==> src/rtl/id_ex_hazard_stage_if.sv <==
// Decoder-to-EX bundle for the ID/EX hazard stage: decoded control word, register
// fields, flush request, registered EX control word, write enables and event counters.
interface id_ex_hazard_stage_if #(
  parameter int CNT_W = 16
);
  logic             id_reg_dst;
  logic             id_alu_src;
  logic             id_mem_to_reg;
  logic             id_reg_write;
  logic             id_mem_read;
  logic             id_mem_write;
  logic             id_branch;
  logic             id_jump;
  logic [1:0]       id_alu_op;
  logic             id_nop;
  logic [4:0]       id_rs;
  logic [4:0]       id_rt;
  logic [4:0]       id_rd;
  logic             flush;

  logic             ex_reg_dst;
  logic             ex_alu_src;
  logic             ex_mem_to_reg;
  logic             ex_reg_write;
  logic             ex_mem_read;
  logic             ex_mem_write;
  logic             ex_branch;
  logic             ex_jump;
  logic [1:0]       ex_alu_op;
  logic [4:0]       ex_rt;
  logic [4:0]       ex_rd;
  logic             pc_write;
  logic             ifid_write;
  logic             ifid_flush;
  logic [CNT_W-1:0] stall_count;
  logic [CNT_W-1:0] flush_count;

  modport master (
    output id_reg_dst, id_alu_src, id_mem_to_reg, id_reg_write,
           id_mem_read, id_mem_write, id_branch, id_jump,
           id_alu_op, id_nop, id_rs, id_rt, id_rd, flush,
    input  ex_reg_dst, ex_alu_src, ex_mem_to_reg, ex_reg_write,
           ex_mem_read, ex_mem_write, ex_branch, ex_jump,
           ex_alu_op, ex_rt, ex_rd, pc_write, ifid_write, ifid_flush,
           stall_count, flush_count
  );

  modport slave (
    input  id_reg_dst, id_alu_src, id_mem_to_reg, id_reg_write,
           id_mem_read, id_mem_write, id_branch, id_jump,
           id_alu_op, id_nop, id_rs, id_rt, id_rd, flush,
    output ex_reg_dst, ex_alu_src, ex_mem_to_reg, ex_reg_write,
           ex_mem_read, ex_mem_write, ex_branch, ex_jump,
           ex_alu_op, ex_rt, ex_rd, pc_write, ifid_write, ifid_flush,
           stall_count, flush_count
  );
endinterface

==> src/rtl/id_ex_hazard_stage.sv <==
// ID/EX pipeline register with load-use hazard detection, multi-cycle stall FSM,
// bubble/flush insertion and saturating stall/flush event counters.
module id_ex_hazard_stage #(
  parameter int STALL_CYCLES = 1,
  parameter int CNT_W        = 16
) (
  input logic                clk,
  input logic                rst,
  id_ex_hazard_stage_if.slave bus
);

  typedef enum logic {
    IDLE,
    STALL
  } state_t;

  state_t     state;
  state_t     state_nx;
  logic [2:0] cnt;
  logic [2:0] cnt_nx;
  logic       hazard;
  logic       stall;
  logic       bubble;

  // Compare against the load already in EX; a load targeting $0 never creates a dependency.
  assign hazard = bus.ex_mem_read & (bus.ex_rt != 5'd0) &
                  ((bus.ex_rt == bus.id_rs) | (bus.ex_rt == bus.id_rt));

  always_ff @(posedge clk or posedge rst) begin
    if (rst) begin
      state <= IDLE;
      cnt   <= 3'd0;
    end else begin
      state <= state_nx;
      cnt   <= cnt_nx;
    end
  end

  always_comb begin
    state_nx = state;
    cnt_nx   = cnt;
    stall    = 1'b0;
    case (state)
      IDLE: begin
        stall = hazard & ~bus.flush;
        if (hazard && !bus.flush && (STALL_CYCLES > 1)) begin
          state_nx = STALL;
          cnt_nx   = 3'(STALL_CYCLES - 2);
        end
      end
      STALL: begin
        // A taken branch/jump makes the stalled instruction dead, so abandon the stall.
        stall = ~bus.flush;
        if (bus.flush || (cnt == 3'd0)) begin
          state_nx = IDLE;
        end else begin
          cnt_nx = cnt - 3'd1;
        end
      end
      default: begin
        state_nx = IDLE;
        cnt_nx   = 3'd0;
      end
    endcase
  end

  assign bubble         = bus.flush | bus.id_nop | stall;
  assign bus.pc_write   = ~stall;
  assign bus.ifid_write = ~stall;
  assign bus.ifid_flush = bus.flush;

  always_ff @(posedge clk or posedge rst) begin
    if (rst) begin
      bus.ex_reg_dst    <= 1'b0;
      bus.ex_alu_src    <= 1'b0;
      bus.ex_mem_to_reg <= 1'b0;
      bus.ex_reg_write  <= 1'b0;
      bus.ex_mem_read   <= 1'b0;
      bus.ex_mem_write  <= 1'b0;
      bus.ex_branch     <= 1'b0;
      bus.ex_jump       <= 1'b0;
      bus.ex_alu_op     <= 2'b00;
      bus.ex_rt         <= 5'd0;
      bus.ex_rd         <= 5'd0;
    end else if (bubble) begin
      bus.ex_reg_dst    <= 1'b0;
      bus.ex_alu_src    <= 1'b0;
      bus.ex_mem_to_reg <= 1'b0;
      bus.ex_reg_write  <= 1'b0;
      bus.ex_mem_read   <= 1'b0;
      bus.ex_mem_write  <= 1'b0;
      bus.ex_branch     <= 1'b0;
      bus.ex_jump       <= 1'b0;
      bus.ex_alu_op     <= 2'b00;
      bus.ex_rt         <= 5'd0;
      bus.ex_rd         <= 5'd0;
    end else begin
      bus.ex_reg_dst    <= bus.id_reg_dst;
      bus.ex_alu_src    <= bus.id_alu_src;
      bus.ex_mem_to_reg <= bus.id_mem_to_reg;
      bus.ex_reg_write  <= bus.id_reg_write;
      bus.ex_mem_read   <= bus.id_mem_read;
      bus.ex_mem_write  <= bus.id_mem_write;
      bus.ex_branch     <= bus.id_branch;
      bus.ex_jump       <= bus.id_jump;
      bus.ex_alu_op     <= bus.id_alu_op;
      bus.ex_rt         <= bus.id_rt;
      bus.ex_rd         <= bus.id_rd;
    end
  end

  always_ff @(posedge clk or posedge rst) begin
    if (rst) begin
      bus.stall_count <= '0;
    end else if (stall && (bus.stall_count != {CNT_W{1'b1}})) begin
      bus.stall_count <= bus.stall_count + 1'b1;
    end
  end

  always_ff @(posedge clk or posedge rst) begin
    if (rst) begin
      bus.flush_count <= '0;
    end else if (bus.flush && (bus.flush_count != {CNT_W{1'b1}})) begin
      bus.flush_count <= bus.flush_count + 1'b1;
    end
  end

endmodule

==> src/flat_wrapper.sv <==
// flat-port wrapper written by rule: the top's interface ports become plain ports
module id_ex_hazard_stage_flat 
#(
  parameter int STALL_CYCLES = 1,
  parameter int CNT_W        = 16
)
  (clk, rst, bus_id_reg_dst, bus_id_alu_src, bus_id_mem_to_reg, bus_id_reg_write, bus_id_mem_read, bus_id_mem_write, bus_id_branch, bus_id_jump, bus_id_alu_op, bus_id_nop, bus_id_rs, bus_id_rt, bus_id_rd, bus_flush, bus_ex_reg_dst, bus_ex_alu_src, bus_ex_mem_to_reg, bus_ex_reg_write, bus_ex_mem_read, bus_ex_mem_write, bus_ex_branch, bus_ex_jump, bus_ex_alu_op, bus_ex_rt, bus_ex_rd, bus_pc_write, bus_ifid_write, bus_ifid_flush, bus_stall_count, bus_flush_count);
  id_ex_hazard_stage_if #(.CNT_W(CNT_W)) bus_i ();
  input logic clk;
  input logic rst;
  input wire logic [$bits(bus_i.id_reg_dst)-1:0] bus_id_reg_dst;
  input wire logic [$bits(bus_i.id_alu_src)-1:0] bus_id_alu_src;
  input wire logic [$bits(bus_i.id_mem_to_reg)-1:0] bus_id_mem_to_reg;
  input wire logic [$bits(bus_i.id_reg_write)-1:0] bus_id_reg_write;
  input wire logic [$bits(bus_i.id_mem_read)-1:0] bus_id_mem_read;
  input wire logic [$bits(bus_i.id_mem_write)-1:0] bus_id_mem_write;
  input wire logic [$bits(bus_i.id_branch)-1:0] bus_id_branch;
  input wire logic [$bits(bus_i.id_jump)-1:0] bus_id_jump;
  input wire logic [$bits(bus_i.id_alu_op)-1:0] bus_id_alu_op;
  input wire logic [$bits(bus_i.id_nop)-1:0] bus_id_nop;
  input wire logic [$bits(bus_i.id_rs)-1:0] bus_id_rs;
  input wire logic [$bits(bus_i.id_rt)-1:0] bus_id_rt;
  input wire logic [$bits(bus_i.id_rd)-1:0] bus_id_rd;
  input wire logic [$bits(bus_i.flush)-1:0] bus_flush;
  output wire logic [$bits(bus_i.ex_reg_dst)-1:0] bus_ex_reg_dst;
  output wire logic [$bits(bus_i.ex_alu_src)-1:0] bus_ex_alu_src;
  output wire logic [$bits(bus_i.ex_mem_to_reg)-1:0] bus_ex_mem_to_reg;
  output wire logic [$bits(bus_i.ex_reg_write)-1:0] bus_ex_reg_write;
  output wire logic [$bits(bus_i.ex_mem_read)-1:0] bus_ex_mem_read;
  output wire logic [$bits(bus_i.ex_mem_write)-1:0] bus_ex_mem_write;
  output wire logic [$bits(bus_i.ex_branch)-1:0] bus_ex_branch;
  output wire logic [$bits(bus_i.ex_jump)-1:0] bus_ex_jump;
  output wire logic [$bits(bus_i.ex_alu_op)-1:0] bus_ex_alu_op;
  output wire logic [$bits(bus_i.ex_rt)-1:0] bus_ex_rt;
  output wire logic [$bits(bus_i.ex_rd)-1:0] bus_ex_rd;
  output wire logic [$bits(bus_i.pc_write)-1:0] bus_pc_write;
  output wire logic [$bits(bus_i.ifid_write)-1:0] bus_ifid_write;
  output wire logic [$bits(bus_i.ifid_flush)-1:0] bus_ifid_flush;
  output wire logic [$bits(bus_i.stall_count)-1:0] bus_stall_count;
  output wire logic [$bits(bus_i.flush_count)-1:0] bus_flush_count;
  assign bus_i.id_reg_dst = bus_id_reg_dst;
  assign bus_i.id_alu_src = bus_id_alu_src;
  assign bus_i.id_mem_to_reg = bus_id_mem_to_reg;
  assign bus_i.id_reg_write = bus_id_reg_write;
  assign bus_i.id_mem_read = bus_id_mem_read;
  assign bus_i.id_mem_write = bus_id_mem_write;
  assign bus_i.id_branch = bus_id_branch;
  assign bus_i.id_jump = bus_id_jump;
  assign bus_i.id_alu_op = bus_id_alu_op;
  assign bus_i.id_nop = bus_id_nop;
  assign bus_i.id_rs = bus_id_rs;
  assign bus_i.id_rt = bus_id_rt;
  assign bus_i.id_rd = bus_id_rd;
  assign bus_i.flush = bus_flush;
  assign bus_ex_reg_dst = bus_i.ex_reg_dst;
  assign bus_ex_alu_src = bus_i.ex_alu_src;
  assign bus_ex_mem_to_reg = bus_i.ex_mem_to_reg;
  assign bus_ex_reg_write = bus_i.ex_reg_write;
  assign bus_ex_mem_read = bus_i.ex_mem_read;
  assign bus_ex_mem_write = bus_i.ex_mem_write;
  assign bus_ex_branch = bus_i.ex_branch;
  assign bus_ex_jump = bus_i.ex_jump;
  assign bus_ex_alu_op = bus_i.ex_alu_op;
  assign bus_ex_rt = bus_i.ex_rt;
  assign bus_ex_rd = bus_i.ex_rd;
  assign bus_pc_write = bus_i.pc_write;
  assign bus_ifid_write = bus_i.ifid_write;
  assign bus_ifid_flush = bus_i.ifid_flush;
  assign bus_stall_count = bus_i.stall_count;
  assign bus_flush_count = bus_i.flush_count;
  id_ex_hazard_stage #(.STALL_CYCLES(STALL_CYCLES), .CNT_W(CNT_W)) u_core (.clk(clk), .rst(rst), .bus(bus_i));
endmodule
==> config.mk <==
export PLATFORM = sky130hd
export DESIGN_NAME = id_ex_hazard_stage_flat
export DESIGN_NICKNAME = d
export VERILOG_FILES = /design/src/rtl/id_ex_hazard_stage_if.sv /design/src/rtl/id_ex_hazard_stage.sv /design/src/flat_wrapper.sv
export SDC_FILE = /design/constraint.sdc
export NUM_CORES = 1
export LEC_CHECK = 0
export CORE_MARGIN = 2
export CORE_UTILIZATION = 45
export CTS_CLUSTER_SIZE = 8
export DETAILED_ROUTE_END_ITERATION = 16
export GPL_ROUTABILITY_DRIVEN = 0
export PLACE_DENSITY = 0.76
export SYNTH_ARGS = -nofsm -noshare
export SYNTH_HDL_FRONTEND = slang
export SYNTH_SLANG_ARGS = --single-unit
==> constraint.sdc <==
create_clock -name clk -period 2.18 [get_ports clk]
set_input_delay 0.327 -clock clk [delete_from_list [all_inputs] [get_ports clk]]
set_output_delay 0.327 -clock clk [all_outputs]
set_load 0.05 [all_outputs]
==> results by group <==
Outcome
  – Status: finished clean

Yosys
  – Count leader, synth: dfrtp_1
  – Seq/Total Area, Yosys: 0.5729
  – Distinct cells, synth: 32
  – Syn. warnings: 0
  – EDFF count, synth: 0
  – Async SR Flop Fraction: 1.000
  – Synth cell count leaders: dfrtp_1, xnor2_1, and2_1
  – Mean cell area of the mapped netlist: 11.59 um2
  – Mapped Area: 2446 um2
  – Syn_nets: 244
  – Flops & latches, synth: 56
  – Synth Flop Type: dfrtp_1
  – Post-synth top area share: 0.5729
  – Area contributors post-synth: dfrtp_1, xnor2_1, xor2_1
  – Cells after synthesis: 211
  – Cell taking the most area after synthesis: dfrtp_1

Clock network
  – Clock root cell: clkbuf_8
  – Clk sinks: 56
  – Total CTS buffers: 5
  – Clock Path Buffers: 2
  – Hold buffers post-CTS: 0
  – Clk_lat worst skew: 0.31 ns
  – CTS tree: built
  – Clock transition at the registers of the reported paths: 0.10 ns
  – H-tree levels: 2

Worst setup path
  – CP arrival: 1.83 ns
  – Critical Path End Type: output port
  – Largest stage delay, worst path: 0.44 ns
  – Slowest CP cell: dfrtp_2
  – Startpoint types: register
  – WP data required: 1.85 ns
  – Crit-path cells: buf_4, xor2_1, nor3_2, a22oi_2, o21ai_4, nand2_2, buf_8
  – Critical path buffer and inverter count: 2
  – Critical path's top delay family: flip-flops
  – Worst setup path class: register to output port
  – CP Max Fanout: 3

STA
  – Setup_tns: 0 ns
  – Least-Margin Pin Slew: 0.5310 ns
  – Min Tclk post-route: 2.160 ns
  – Fin. Hold Viols: 0
  – FMAX: 463.0 MHz
  – RSZ-0062 raised after global routing: true
  – Final setup fails: 0
  – Clock skew: 0.008608 ns
  – Slew margin rel.: 0.6449
  – Final max-slew violation count: 0
  – Final worst-path cycle share: 0.9907
  – Setup slack after layout: 0.02017 ns

Power
  – Leakage Power: 0.001612 uW
  – Total Power: 2544 uW
  – Peak VDD IR: 0.0007035 V
  – Power Density: 703.2 nW/um2

Floorplan
  – Die W: 77.73 um
  – # rows: 26
  – # IOs: 84
  – Die Footprint: 6041 um2
  – Die height: 77.73 um
  – Initial core utilization: 0.4729
  – Core area: 5172 um2

Detailed routing
  – Post-DRT Antenna Nets: 0
  – DRC: 0
  – Via count: 1,859
  – Routed len/inst: 13.84 um
  – Iter 0 DRT Violations: 84
  – Drt via density: 4.854
  – Post-Route WL: 5.301 mm
  – DRT Pass-1 Iters: 4

Layout
  – Share of layout cells above drive strength 1: 0.1502
  – Top Registers: u_core.bus.flush_count (16), u_core.bus.stall_count (16)
  – Area added between synthesis and finish: 47.88%
  – Nets: 345
  – FILL cells: 388
  – Ant. Diodes: 0
  – Util after Layout: 0.6993

Global routing
  – Total congestion overflow: 0
  – Total track usage: 0.1868
  – First-pass GRT wire length: 8.935 mm
  – Initial antenna violation count: 0
  – Vias in the first global route: 1,868
  – Largest net degree at the start of global routing: 57

Flow run
  – Max cap viols: 0

Place
  – DP Worst Slack: -0.1019 ns
  – DP HPWL: 3.798 mm
  – PortBufs: 83

Hold path
  – HP Class: input port to asynchronous set/reset pin
## worst min-delay path, stage by stage
cell             delay, ns
clkdlybuf4s50_1       0.41
inv_2                 0.07
buf_12                0.28
## through the flow
step / hold slack (ns) / instance area (um2) / cells
after floorplan: 0.4555 / 2452 / 211
after global placement: 0.4738 / 3427 / 369
after detailed placement: 0.4961 / 3427 / 369
after CTS: 0.3933 / 3550 / 378
after global routing: 0.4037 / 3617 / 383
final: 0.3833 / 3617 / 383
## per-layer routing
metal,vias to the layer above,share of wire,GRT usage
met3,6,0.041,0.03721
li1,908,-,-
met2,47,0.52,0.3138
met4,0,0.011,0.05000
met5,-,0,0
met1,898,0.43,0.2471
## logic make-up (layout without fill, tap and decap cells)
family,count (synthesis),in the layout,share of synthesized area
and+or+nand+nor,86,86,0.1969
DFF,56,56,0.5729
xor gates and xnor gates,40,40,0.1432
buffers and inverters,12,114,0.02558
AOI/OAI and AO/OA,10,10,0.02762
adders and majority gates,4,4,0.02046
muxes,3,3,0.01330
## layout make-up
cell class	count	area [um2]	share of cell area
flip-flops and latches	56	1405	0.3884
clock buffers	6	72.57	0.02006
inverters	7	26.28	0.007264
clock inverters	2	16.27	0.004497
well taps	70	87.58	0.02421
multi-input cells	143	1026	0.2836
repair buffers	99	983.4	0.2719
## path summary, 6_finish.rpt
path	start	endpoint	slack [ns]	depth (start not counted)
max	u_core.bus.ex_rt[0]$_DFF_PP0_	bus_ifid_write	0.02	7
min	rst	u_core.bus.flush_count[13]$_DFFE_PP0P_	0.38	3
max reg2reg	u_core.bus.ex_rt[0]$_DFF_PP0_	u_core.bus.stall_count[14]$_DFFE_PP0P_	0.09	9
min reg2reg	u_core.bus.stall_count[14]$_DFFE_PP0P_	u_core.bus.stall_count[14]$_DFFE_PP0P_	0.50	1
max in group asynchronous	rst	u_core.bus.ex_rt[3]$_DFF_PP0_	1.54	3
min in group clk	u_core.bus.stall_count[14]$_DFFE_PP0P_	u_core.bus.stall_count[14]$_DFFE_PP0P_	0.50	1
## placed cells by master (no fill, tap or decap), types with 3 or more instances in the layout
cell type        synthesis  final
ha_1                     4      4
and2_1                  20     20
nor2_1                  10     10
xnor2_1                 23     23
nand4_1                  8      8
nand3_1                 12     12
inv_1                    7      6
clkdlybuf4s50_1          0     80
dfrtp_2                  0      3
xor2_1                  17     17
clkbuf_8                 0      5
nand2_1                 14     13
and3_1                   6      6
nor3_1                   6      4
buf_4                    2     15
dfrtp_1                 56     53
## power by group
part | total [uW] | switching [uW] | internal, uW
combinational | 763 | 463 | 300
clock | 562 | 332 | 229
sequential | 1220 | 89.6 | 1130
total | 2540 | 885 | 1660
## timing repair
action	CTS	global route
setup endpoints to repair	2	2
buffers inserted	1	5
pin swaps	2	4
resized for setup	7	5
No activity file was read; power rests on OpenSTA's default activity.
